<file path="src/rtl/alu_issue_stage_if.sv">
// Op handshake between decode and the ALU issue stage, plus the registered operand bus towards the ALU.
// The slave side is the issue stage; the master side is decode and the ALU together.
interface alu_issue_stage_if #(
    parameter int DATA_WIDTH = 32,
    parameter int RD_WIDTH   = 5
);
    logic                  flush;
    logic                  in_valid;
    logic                  in_ready;
    logic [6:0]            opcode;
    logic [2:0]            funct3;
    logic                  funct7_5;
    logic [RD_WIDTH-1:0]   rd_in;
    logic [DATA_WIDTH-1:0] rs1_data;
    logic [DATA_WIDTH-1:0] rs2_data;
    logic [DATA_WIDTH-1:0] imm;
    logic [DATA_WIDTH-1:0] pc;
    logic                  out_valid;
    logic                  out_ready;
    logic [DATA_WIDTH-1:0] alu_a;
    logic [DATA_WIDTH-1:0] alu_b;
    logic [3:0]            alu_ctl;
    logic [RD_WIDTH-1:0]   rd_out;
    logic                  illegal;

    modport master (
        output flush, in_valid, opcode, funct3, funct7_5, rd_in,
               rs1_data, rs2_data, imm, pc, out_ready,
        input  in_ready, out_valid, alu_a, alu_b, alu_ctl, rd_out, illegal
    );

    modport slave (
        input  flush, in_valid, opcode, funct3, funct7_5, rd_in,
               rs1_data, rs2_data, imm, pc, out_ready,
        output in_ready, out_valid, alu_a, alu_b, alu_ctl, rd_out, illegal
    );
endinterface

</file>
<file path="src/rtl/alu_issue_stage.sv">
// Purpose: decode RV32I OP/OP-IMM/LUI/AUIPC into ALU ctl plus conditioned operands, held in a 2-entry skid buffer.
// Latency: 1 cycle, registered outputs.
// Backpressure: a skid entry absorbs one op while the output is held; in_ready is registered (~skid full).
module alu_issue_stage #(
    parameter int DATA_WIDTH = 32,
    parameter int RD_WIDTH   = 5
) (
    input  logic              clk,
    input  logic              rst_n,
    alu_issue_stage_if.slave  bus
);
    localparam logic [6:0] OPC_OP    = 7'b0110011;
    localparam logic [6:0] OPC_OPIMM = 7'b0010011;
    localparam logic [6:0] OPC_LUI   = 7'b0110111;
    localparam logic [6:0] OPC_AUIPC = 7'b0010111;

    localparam logic [3:0] CTL_AND = 4'd0;
    localparam logic [3:0] CTL_OR  = 4'd1;
    localparam logic [3:0] CTL_XOR = 4'd2;
    localparam logic [3:0] CTL_ADD = 4'd3;
    localparam logic [3:0] CTL_SUB = 4'd4;
    localparam logic [3:0] CTL_SLL = 4'd5;
    localparam logic [3:0] CTL_SRL = 4'd6;
    localparam logic [3:0] CTL_SRA = 4'd7;
    localparam logic [3:0] CTL_SLT = 4'd8;
    localparam logic [3:0] CTL_NOP = 4'hF;

    typedef struct packed {
        logic                  illegal;
        logic [3:0]            ctl;
        logic [RD_WIDTH-1:0]   rd;
        logic [DATA_WIDTH-1:0] a;
        logic [DATA_WIDTH-1:0] b;
    } op_t;

    typedef enum logic [1:0] {EMPTY, ONE, FULL} state_t;

    op_t                   dec, main_q, skid_q;
    logic [3:0]            ctl_raw;
    logic [DATA_WIDTH-1:0] b_raw;
    state_t                state_q, state_d;
    logic                  accept, emit;
    logic                  ld_main_in, ld_main_skid, ld_skid;

    always_comb begin
        dec         = '0;
        dec.rd      = bus.rd_in;
        dec.illegal = 1'b1;
        dec.ctl     = CTL_NOP;
        ctl_raw     = CTL_NOP;
        b_raw       = '0;
        case (bus.opcode)
            OPC_OP, OPC_OPIMM: begin
                b_raw = (bus.opcode == OPC_OP) ? bus.rs2_data : bus.imm;
                case (bus.funct3)
                    3'b000:  ctl_raw = (bus.opcode == OPC_OP && bus.funct7_5) ? CTL_SUB : CTL_ADD;
                    3'b001:  ctl_raw = CTL_SLL;
                    3'b010:  ctl_raw = CTL_SLT;
                    3'b100:  ctl_raw = CTL_XOR;
                    3'b101:  ctl_raw = bus.funct7_5 ? CTL_SRA : CTL_SRL;
                    3'b110:  ctl_raw = CTL_OR;
                    3'b111:  ctl_raw = CTL_AND;
                    default: ctl_raw = CTL_NOP;
                endcase
                if (ctl_raw != CTL_NOP) begin
                    dec.illegal = 1'b0;
                    dec.ctl     = ctl_raw;
                    dec.a       = bus.rs1_data;
                    // The ALU shifts by the whole of b, so only the shamt field may survive.
                    dec.b       = (ctl_raw inside {CTL_SLL, CTL_SRL, CTL_SRA})
                                  ? {{(DATA_WIDTH-5){1'b0}}, b_raw[4:0]} : b_raw;
                end
            end
            OPC_LUI, OPC_AUIPC: begin
                dec.illegal = 1'b0;
                dec.ctl     = CTL_ADD;
                dec.a       = (bus.opcode == OPC_AUIPC) ? bus.pc : '0;
                dec.b       = bus.imm;
            end
            default: ;
        endcase
    end

    assign accept = bus.in_valid && (state_q != FULL);
    assign emit   = (state_q != EMPTY) && bus.out_ready;

    always_comb begin
        state_d      = state_q;
        ld_main_in   = 1'b0;
        ld_main_skid = 1'b0;
        ld_skid      = 1'b0;
        case (state_q)
            EMPTY: if (accept) begin
                state_d    = ONE;
                ld_main_in = 1'b1;
            end
            ONE: begin
                if (accept && emit) begin
                    ld_main_in = 1'b1;
                end else if (accept) begin
                    state_d = FULL;
                    ld_skid = 1'b1;
                end else if (emit) begin
                    state_d = EMPTY;
                end
            end
            FULL: if (emit) begin
                state_d      = ONE;
                ld_main_skid = 1'b1;
            end
            default: state_d = EMPTY;
        endcase
        if (bus.flush) begin
            state_d      = EMPTY;
            ld_main_in   = 1'b0;
            ld_main_skid = 1'b0;
            ld_skid      = 1'b0;
        end
    end

    always_ff @(posedge clk or negedge rst_n) begin
        if (!rst_n) begin
            state_q <= EMPTY;
            main_q  <= '0;
            skid_q  <= '0;
        end else begin
            state_q <= state_d;
            if (ld_main_in)   main_q <= dec;
            if (ld_main_skid) main_q <= skid_q;
            if (ld_skid)      skid_q <= dec;
        end
    end

    assign bus.in_ready  = (state_q != FULL);
    assign bus.out_valid = (state_q != EMPTY);
    assign bus.alu_a     = main_q.a;
    assign bus.alu_b     = main_q.b;
    assign bus.alu_ctl   = main_q.ctl;
    assign bus.rd_out    = main_q.rd;
    assign bus.illegal   = main_q.illegal;
endmodule
</file>
<file path="src/flat_wrapper.sv">
// flat-port wrapper written by rule: the top's interface ports become plain ports
module alu_issue_stage_flat 
#(
    parameter int DATA_WIDTH = 32,
    parameter int RD_WIDTH   = 5
)
  (clk, rst_n, bus_flush, bus_in_valid, bus_opcode, bus_funct3, bus_funct7_5, bus_rd_in, bus_rs1_data, bus_rs2_data, bus_imm, bus_pc, bus_out_ready, bus_in_ready, bus_out_valid, bus_alu_a, bus_alu_b, bus_alu_ctl, bus_rd_out, bus_illegal);
  alu_issue_stage_if #(.DATA_WIDTH(DATA_WIDTH), .RD_WIDTH(RD_WIDTH)) bus_i ();
  input  logic clk;
  input  logic rst_n;
  input wire logic [$bits(bus_i.flush)-1:0] bus_flush;
  input wire logic [$bits(bus_i.in_valid)-1:0] bus_in_valid;
  input wire logic [$bits(bus_i.opcode)-1:0] bus_opcode;
  input wire logic [$bits(bus_i.funct3)-1:0] bus_funct3;
  input wire logic [$bits(bus_i.funct7_5)-1:0] bus_funct7_5;
  input wire logic [$bits(bus_i.rd_in)-1:0] bus_rd_in;
  input wire logic [$bits(bus_i.rs1_data)-1:0] bus_rs1_data;
  input wire logic [$bits(bus_i.rs2_data)-1:0] bus_rs2_data;
  input wire logic [$bits(bus_i.imm)-1:0] bus_imm;
  input wire logic [$bits(bus_i.pc)-1:0] bus_pc;
  input wire logic [$bits(bus_i.out_ready)-1:0] bus_out_ready;
  output wire logic [$bits(bus_i.in_ready)-1:0] bus_in_ready;
  output wire logic [$bits(bus_i.out_valid)-1:0] bus_out_valid;
  output wire logic [$bits(bus_i.alu_a)-1:0] bus_alu_a;
  output wire logic [$bits(bus_i.alu_b)-1:0] bus_alu_b;
  output wire logic [$bits(bus_i.alu_ctl)-1:0] bus_alu_ctl;
  output wire logic [$bits(bus_i.rd_out)-1:0] bus_rd_out;
  output wire logic [$bits(bus_i.illegal)-1:0] bus_illegal;
  assign bus_i.flush = bus_flush;
  assign bus_i.in_valid = bus_in_valid;
  assign bus_i.opcode = bus_opcode;
  assign bus_i.funct3 = bus_funct3;
  assign bus_i.funct7_5 = bus_funct7_5;
  assign bus_i.rd_in = bus_rd_in;
  assign bus_i.rs1_data = bus_rs1_data;
  assign bus_i.rs2_data = bus_rs2_data;
  assign bus_i.imm = bus_imm;
  assign bus_i.pc = bus_pc;
  assign bus_i.out_ready = bus_out_ready;
  assign bus_in_ready = bus_i.in_ready;
  assign bus_out_valid = bus_i.out_valid;
  assign bus_alu_a = bus_i.alu_a;
  assign bus_alu_b = bus_i.alu_b;
  assign bus_alu_ctl = bus_i.alu_ctl;
  assign bus_rd_out = bus_i.rd_out;
  assign bus_illegal = bus_i.illegal;
  alu_issue_stage #(.DATA_WIDTH(DATA_WIDTH), .RD_WIDTH(RD_WIDTH)) u_core (.clk(clk), .rst_n(rst_n), .bus(bus_i));
endmodule
</file>
<file path="config.mk">
export PLATFORM = sky130hd
export DESIGN_NAME = alu_issue_stage_flat
export DESIGN_NICKNAME = d
export VERILOG_FILES = /design/src/rtl/alu_issue_stage_if.sv /design/src/rtl/alu_issue_stage.sv /design/src/flat_wrapper.sv
export SDC_FILE = /design/constraint.sdc
export NUM_CORES = 1
export LEC_CHECK = 0
export BUFFER_PORTS_ARGS = -buffer_cell sky130_fd_sc_hd__buf_4
export CAP_MARGIN = 20
export CORE_MARGIN = 1
export CORE_UTILIZATION = 40
export DETAILED_ROUTE_END_ITERATION = 10
export PLACE_DENSITY = 0.71
export SYNTH_ARGS = -nofsm -noshare
export SYNTH_HDL_FRONTEND = slang
export SYNTH_SLANG_ARGS = --single-unit
</file>
<file path="constraint.sdc">
create_clock -name clk -period 1.8 [get_ports clk]
set_input_delay 0.36 -clock clk [delete_from_list [all_inputs] [get_ports clk]]
set_output_delay 0.36 -clock clk [all_outputs]
set_load 0.02 [all_outputs]
</file>
# ---- After elaboration in Yosys (flattened, before gate mapping)
# Cells that the tools add are included.
dict set report totals {
  inputBits 149
  wordCells 74
  ff_bits 150
}
dict set report op_classes {
  n_reduce_logical 12
  n_eq_ne 21
  mux 30
}
# cell n
set op_table {}
lappend op_table {{$mux 74} 2}
lappend op_table {{$pmux 64 s2} 1}
lappend op_table {{$mux 32} 3}
lappend op_table {{$mux 64} 1}
lappend op_table {{$pmux 4 s7} 1}
lappend op_table {{$eq 7x5->1 const B} 2}
lappend op_table {{$eq 7x6->1 const B} 2}
lappend op_table {{$eq 3x3->1 const B} 4}
lappend op_table {{$eq 4x3->1 const B} 3}
lappend op_table {{$mux 2} 6}
lappend op_table {{$mux 1} 10}
lappend op_table {{$pmux 5 s2} 1}
lappend op_table {{$ne 3x2->1 const B} 2}
lappend op_table {{$pmux 2 s3} 1}
lappend op_table {{$mux 5} 1}
lappend op_table {{$logic_and 1x1->1} 4}
lappend op_table {{$mux 4} 1}
lappend op_table {{$ne 4x2->1 const B} 1}
lappend op_table {{$ne 4x4->1 const B} 1}
lappend op_table {{$reduce_and 4->1} 1}
lappend op_table {{$reduce_bool 2->1} 2}
lappend op_table {{$reduce_or 2->1} 2}
lappend op_table {{$eq 3x1->1 const B} 1}
lappend op_table {{$eq 3x2->1 const B} 1}
lappend op_table {{9 further kinds} 9}

# ---- Logic depth before layout (Yosys ltp)
dict set report logic_depth {
  depth_word 12
  ltp_mapped 7
  depth_no_buf 4
}

# ---- Least setup slack after synthesis
# No wires, ideal clock.
dict set report synth_path {
  kind {input -> register}
  from {input port bus_funct3[1]}
  to {register u_core.skid_q[11] in the netlist's numbering}
  slack_ns 0.220
  path_stages 7
  n_path_buf 3
  arrival_ns 1.454
  t_required_ns 1.674
  path_cell_list {buf_2 a21boi_2 o21ai_2 nor2b_1 buf_2 buf_6 a221o_1}
}
dict set report synth_between {
  elab_chain_cells 8
  word_cells_on_any_way 17
  cone_classes {10 x eq/ne; 5 x mux; 2 x reduce/logical}
}
# item line_no
set synth_rtl {}
lappend synth_rtl {{start: declaration} flat_wrapper.sv:14} ;# input wire logic [$bits(bus_i.funct3)-1:0] bus_funct3;
lappend synth_rtl {{$eq 3x3->1 (tied with other cells)} alu_issue_stage.sv:55} ;# case (bus.funct3)
lappend synth_rtl {{$pmux 4 s7 (*)} alu_issue_stage.sv:55}
lappend synth_rtl {{$mux 4 (*)} alu_issue_stage.sv:52} ;# case (bus.opcode)
lappend synth_rtl {{$eq 4x3->1} alu_issue_stage.sv:70} ;# dec.b = (ctl_raw inside {CTL_SLL, CTL_SRL, CTL_SRA})
lappend synth_rtl {{$reduce_bool 3->1} alu_issue_stage.sv:70}
lappend synth_rtl {{$mux 32} alu_issue_stage.sv:71} ;# ? {{(DATA_WIDTH-5){1'b0}}, b_raw[4:0]} : b_raw;
lappend synth_rtl {{$mux 64 (*)} alu_issue_stage.sv:65} ;# if (ctl_raw != CTL_NOP) begin
lappend synth_rtl {{$pmux 64 s2 (*)} alu_issue_stage.sv:52}
lappend synth_rtl {{end signal: assignment} alu_issue_stage.sv:125} ;# skid_q <= '0;
lappend synth_rtl {{end signal: assignment} alu_issue_stage.sv:130} ;# if (ld_skid) skid_q <= dec;
lappend synth_rtl {{end: declaration} alu_issue_stage.sv:38} ;# op_t dec, main_q, skid_q;
# Every way passes the cells marked *; elsewhere a longest branch is shown, timed or not. The select of a mux whose other input is x is not followed.
# A chain may end at the register's enable or synchronous reset.

# ---- Worst setup path in the final report
dict set report layout_path {
  from {register u_core.state_q[1]}
  to {output port bus_in_ready}
}
dict set report layout_between {
  elab_chain_cells 1
}
# item line_no
set layout_rtl {}
lappend layout_rtl {{start: declaration} alu_issue_stage.sv:41} ;# state_t state_q, state_d;
lappend layout_rtl {{start signal: assignment} alu_issue_stage.sv:127} ;# state_q <= state_d;
lappend layout_rtl {{$ne 2x2->1} alu_issue_stage.sv:134} ;# assign bus.in_ready = (state_q != FULL);
lappend layout_rtl {{end: declaration} flat_wrapper.sv:22} ;# output wire logic [$bits(bus_i.in_ready)-1:0] bus_in_ready;
# Every way passes these cells.

==> impl_metrics.csv <==
group,metric,value,unit
clock_tree,htreeDepth,4,
global_routing,grt_pass1_vias,6061,
pwr,p_int,6.15,mW
timing,worst_slack,49.0,ps
timing,max-slew-margin-rel,0.577,
finish,multi_input_area,0.00278,mm²
timing,tns,0,ps
timing,worst_slew_pin_slew,635,ps
clock_tree,holdBufCountCts,1,
yosys,synthArstFlopShare,1.00,
global_routing,grt_max_degree,45,
global_routing,grt_antenna_before_repair,0,
routing,drtPass1Iterations,5,
yosys,syn_nets,803,
worst_setup_path,arrival,1390,ps
clock_tree,cts_resized,0,
yosys,avgSynthCellArea,10.4,µm²
worst_setup_path,crit_fanout,6,
routing,via_per_inst,5.61,
yosys,yosysUniqueCellTypes,41,
routing,dr.first_iter.drc_count,377,
yosys,synth-seq-area-share,0.553,
clock_tree,cts_buffers,17,
finish,diodes,0,
routing,routed_wl,20200,µm
yosys,synthTopCellsByArea,"dfrtp_1 (55%), a22oi_1 (6.7%), a32oi_1 (4.1%), a221o_1 (4.0%), o21ai_1 (3.8%)",
finish,final_cells,1105,
clock_tree,cts_tree,"done",
floorplanning,rows,47,
global_routing,grt_pass1_wl,32100,µm
timing,clock_skew,6.67,ps
pwr,peakVddDrop,0.645,mV
floorplanning,ios,225,
finish,n_fill_cell,1453,
placed_design,place_ws,93.2,ps
finish,num-nets-final,1021,
finish,drive_gt1_frac,0.353,
placed_design,io_buffers,224,
worst_setup_path,critPathCaptureType,"primary output",
yosys,synth_area_leader_cell,"dfrtp_1",
yosys,syn-cell-area,0.00679,mm²
yosys,synth_edf_count,0,
placed_design,placed_cell_area,0.00896,mm²
finish,area_growth,40.9,%
pwr,leakage,4.48,nW
global_routing,overflow,0,
timing,slew_viol_final,0,
timing,rsz0062_at_grt,"false",
pwr,cellPowerDensity,871,mW/mm²
yosys,ys_warn_count,0,
yosys,synth_cells,654,
yosys,yosysTopAreaCellShare,0.553,
clock_tree,numClockSinks,150,
finish,register_area,0.00375,mm²
placed_design,dp_hpwl,13700,µm
floorplanning,dieHeight,132,µm
pwr,seqPwrFrac,0.434,
job,drv_cap,0,
yosys,ys.flop_type,"dfrtp_1",
worst_setup_path,required,1440,ps
worst_hold_path,hold_path.class,"input port to flip-flop",
timing,max_freq,0.571,GHz
routing,drcViolationCount,0,
floorplanning,die_x,132,µm
floorplanning,start_util,0.409,
clock_tree,cts_setup_buffers,0,
pwr,clkPwrFrac,0.432,
clock_tree,insertion_delay,420,ps
yosys,synth_seq_cells,150,
floorplanning,dieArea,0.0175,mm²
pwr,finalPower,8.33,mW
global_routing,track_usage,0.233,
placed_design,gp_congestion,0.765,
worst_setup_path,critPathKind,"flip-flop to primary output",
routing,ant_nets,0,
routing,vias,6198,
clock_tree,root_buffer,"clkbuf_16",
timing,setup_viol,0,
clock_tree,cts_buffer_depth,2,
routing,wl_per_cell,18.3,µm
pwr,p_sw,2.18,mW
clock_tree,path_clk_slew,60,ps
run_status,status,"completed",
pwr,switching_share,0.262,
timing,post-route-period-util,0.973,
pwr,combPwrFrac,0.134,
floorplanning,coreArea,0.0166,mm²
placed_design,dp_cells,1072,
finish,stdcell_area,0.00956,mm²
worst_setup_path,start_kind,"flip-flop",
timing,finalHoldViolations,0,
timing,fin_crit,1750,ps
## power groups by stage
stage	clock (mW)	combinational [mW]	sequential, mW
floorplan	0	0.387	3.74
global placement	0	1.11	3.67
detailed placement	0	1.12	3.68
CTS	3.65	1.12	3.61
global route	3.80	1.21	3.63
finish	3.60	1.11	3.62
## layer usage
layer / routed length [µm] / track usage
met1: 9250 / 0.325
met2: 9620 / 0.367
met3: 1060 / 0.0477
met4: 246 / 0.0677
met5: 0 / 0
## final timing paths
path                                                          to  slack (ps)  depth (start not counted)                          start
worst max-delay path                                bus_in_ready          50                          3  u_core.state_q[1]$_DFFE_PN0P_
worst min-delay path               u_core.state_q[1]$_DFFE_PN0P_         140                          2                  bus_out_ready
worst max register to register     u_core.skid_q[17]$_DFFE_PN0P_         180                          5  u_core.state_q[1]$_DFFE_PN0P_
worst min register to register     u_core.skid_q[58]$_DFFE_PN0P_         480                          2  u_core.skid_q[58]$_DFFE_PN0P_
max in group asynchronous       u_core.bus.alu_b[10]$_DFFE_PN0P_         770                          3                          rst_n
min in group asynchronous       u_core.bus.alu_b[23]$_DFFE_PN0P_         440                          2                          rst_n
## worst max-delay path: stages (launching register included)
cell and delay (ps):
dfrtp_1 470, nor2b_1 260, inv_1 90, buf_4 160
## final cells by class
class                           count  area share
Tap cell                          220      0.0288
Timing Repair Buffer              258       0.224
Clock inverter                     15      0.0178
Clock buffer                       17      0.0445
Inverter                            4     0.00157
Multi-Input combinational cell    441       0.291
Sequential cell                   150       0.393
## cells in the mapped netlist (all sizes together), types with 2 or more instances
cell / count
dfrtp: 150
o21ai: 94
a22oi: 61
nand2: 53
nor2: 45
a32oi: 32
clkbuf: 30
buf: 29
a21boi: 28
nand3: 28
a221o: 27
a21oi: 16
o22ai: 14
mux2: 9
a21o: 5
a22o: 4
inv: 4
nor2b: 4
and2: 3
nand3b: 3
a211oi: 2
and4bb: 2
nand2b: 2
## state kept, by name, summed over array words and instances, names as in the netlist
register / flops
u_core.skid_q: 74
u_core.bus.alu_a: 32
u_core.bus.alu_b: 32
u_core.bus.rd_out: 5
u_core.bus.alu_ctl: 4
u_core.state_q: 2
u_core.bus.illegal: 1
## logic make-up after synthesis
| kind of cell | count (synthesis) | synth area share |
|---|---|---|
| mux | 9 | 0.0149 |
| flops | 150 | 0.553 |
| buf+inv | 63 | 0.0411 |
| xor+xnor | 1 | 0.00129 |
| simple gates | 143 | 0.0951 |
| compound gates | 288 | 0.294 |
## through the flow
step,utilization,hold slack (ps)
floorplan,-,64.4
finish,0.577,142
global placement,0.540,324
detailed placement,0.540,325
CTS,0.577,123
global route,0.577,133
## cell usage in the layout (no fill, tap or decap), drive strengths merged
cell,instances
clkinv,2
a32oi,32
or2,1
xnor2,1
a22o,4
o2bb2ai,1
o21ai,94
o2111ai,1
a2bb2oi,1
a221o,27
nand2b,2
a21oi,16
dfrtp,150
dlygate4sd3,1
and4bb,2
nand4,1
nor2b,4
nand3,28
a21boi,28
mux2,9
nor3b,1
nand3b,3
a31oi,1
a21o,5
o22ai,14
a22oi,61
nand2,53
inv,10
a21bo,1
and2,3
nor2,45
bufinv,2
clkbuf,17
buf,257
a211oi,2
clkinvlp,5
(Power assumes the default switching activity.)
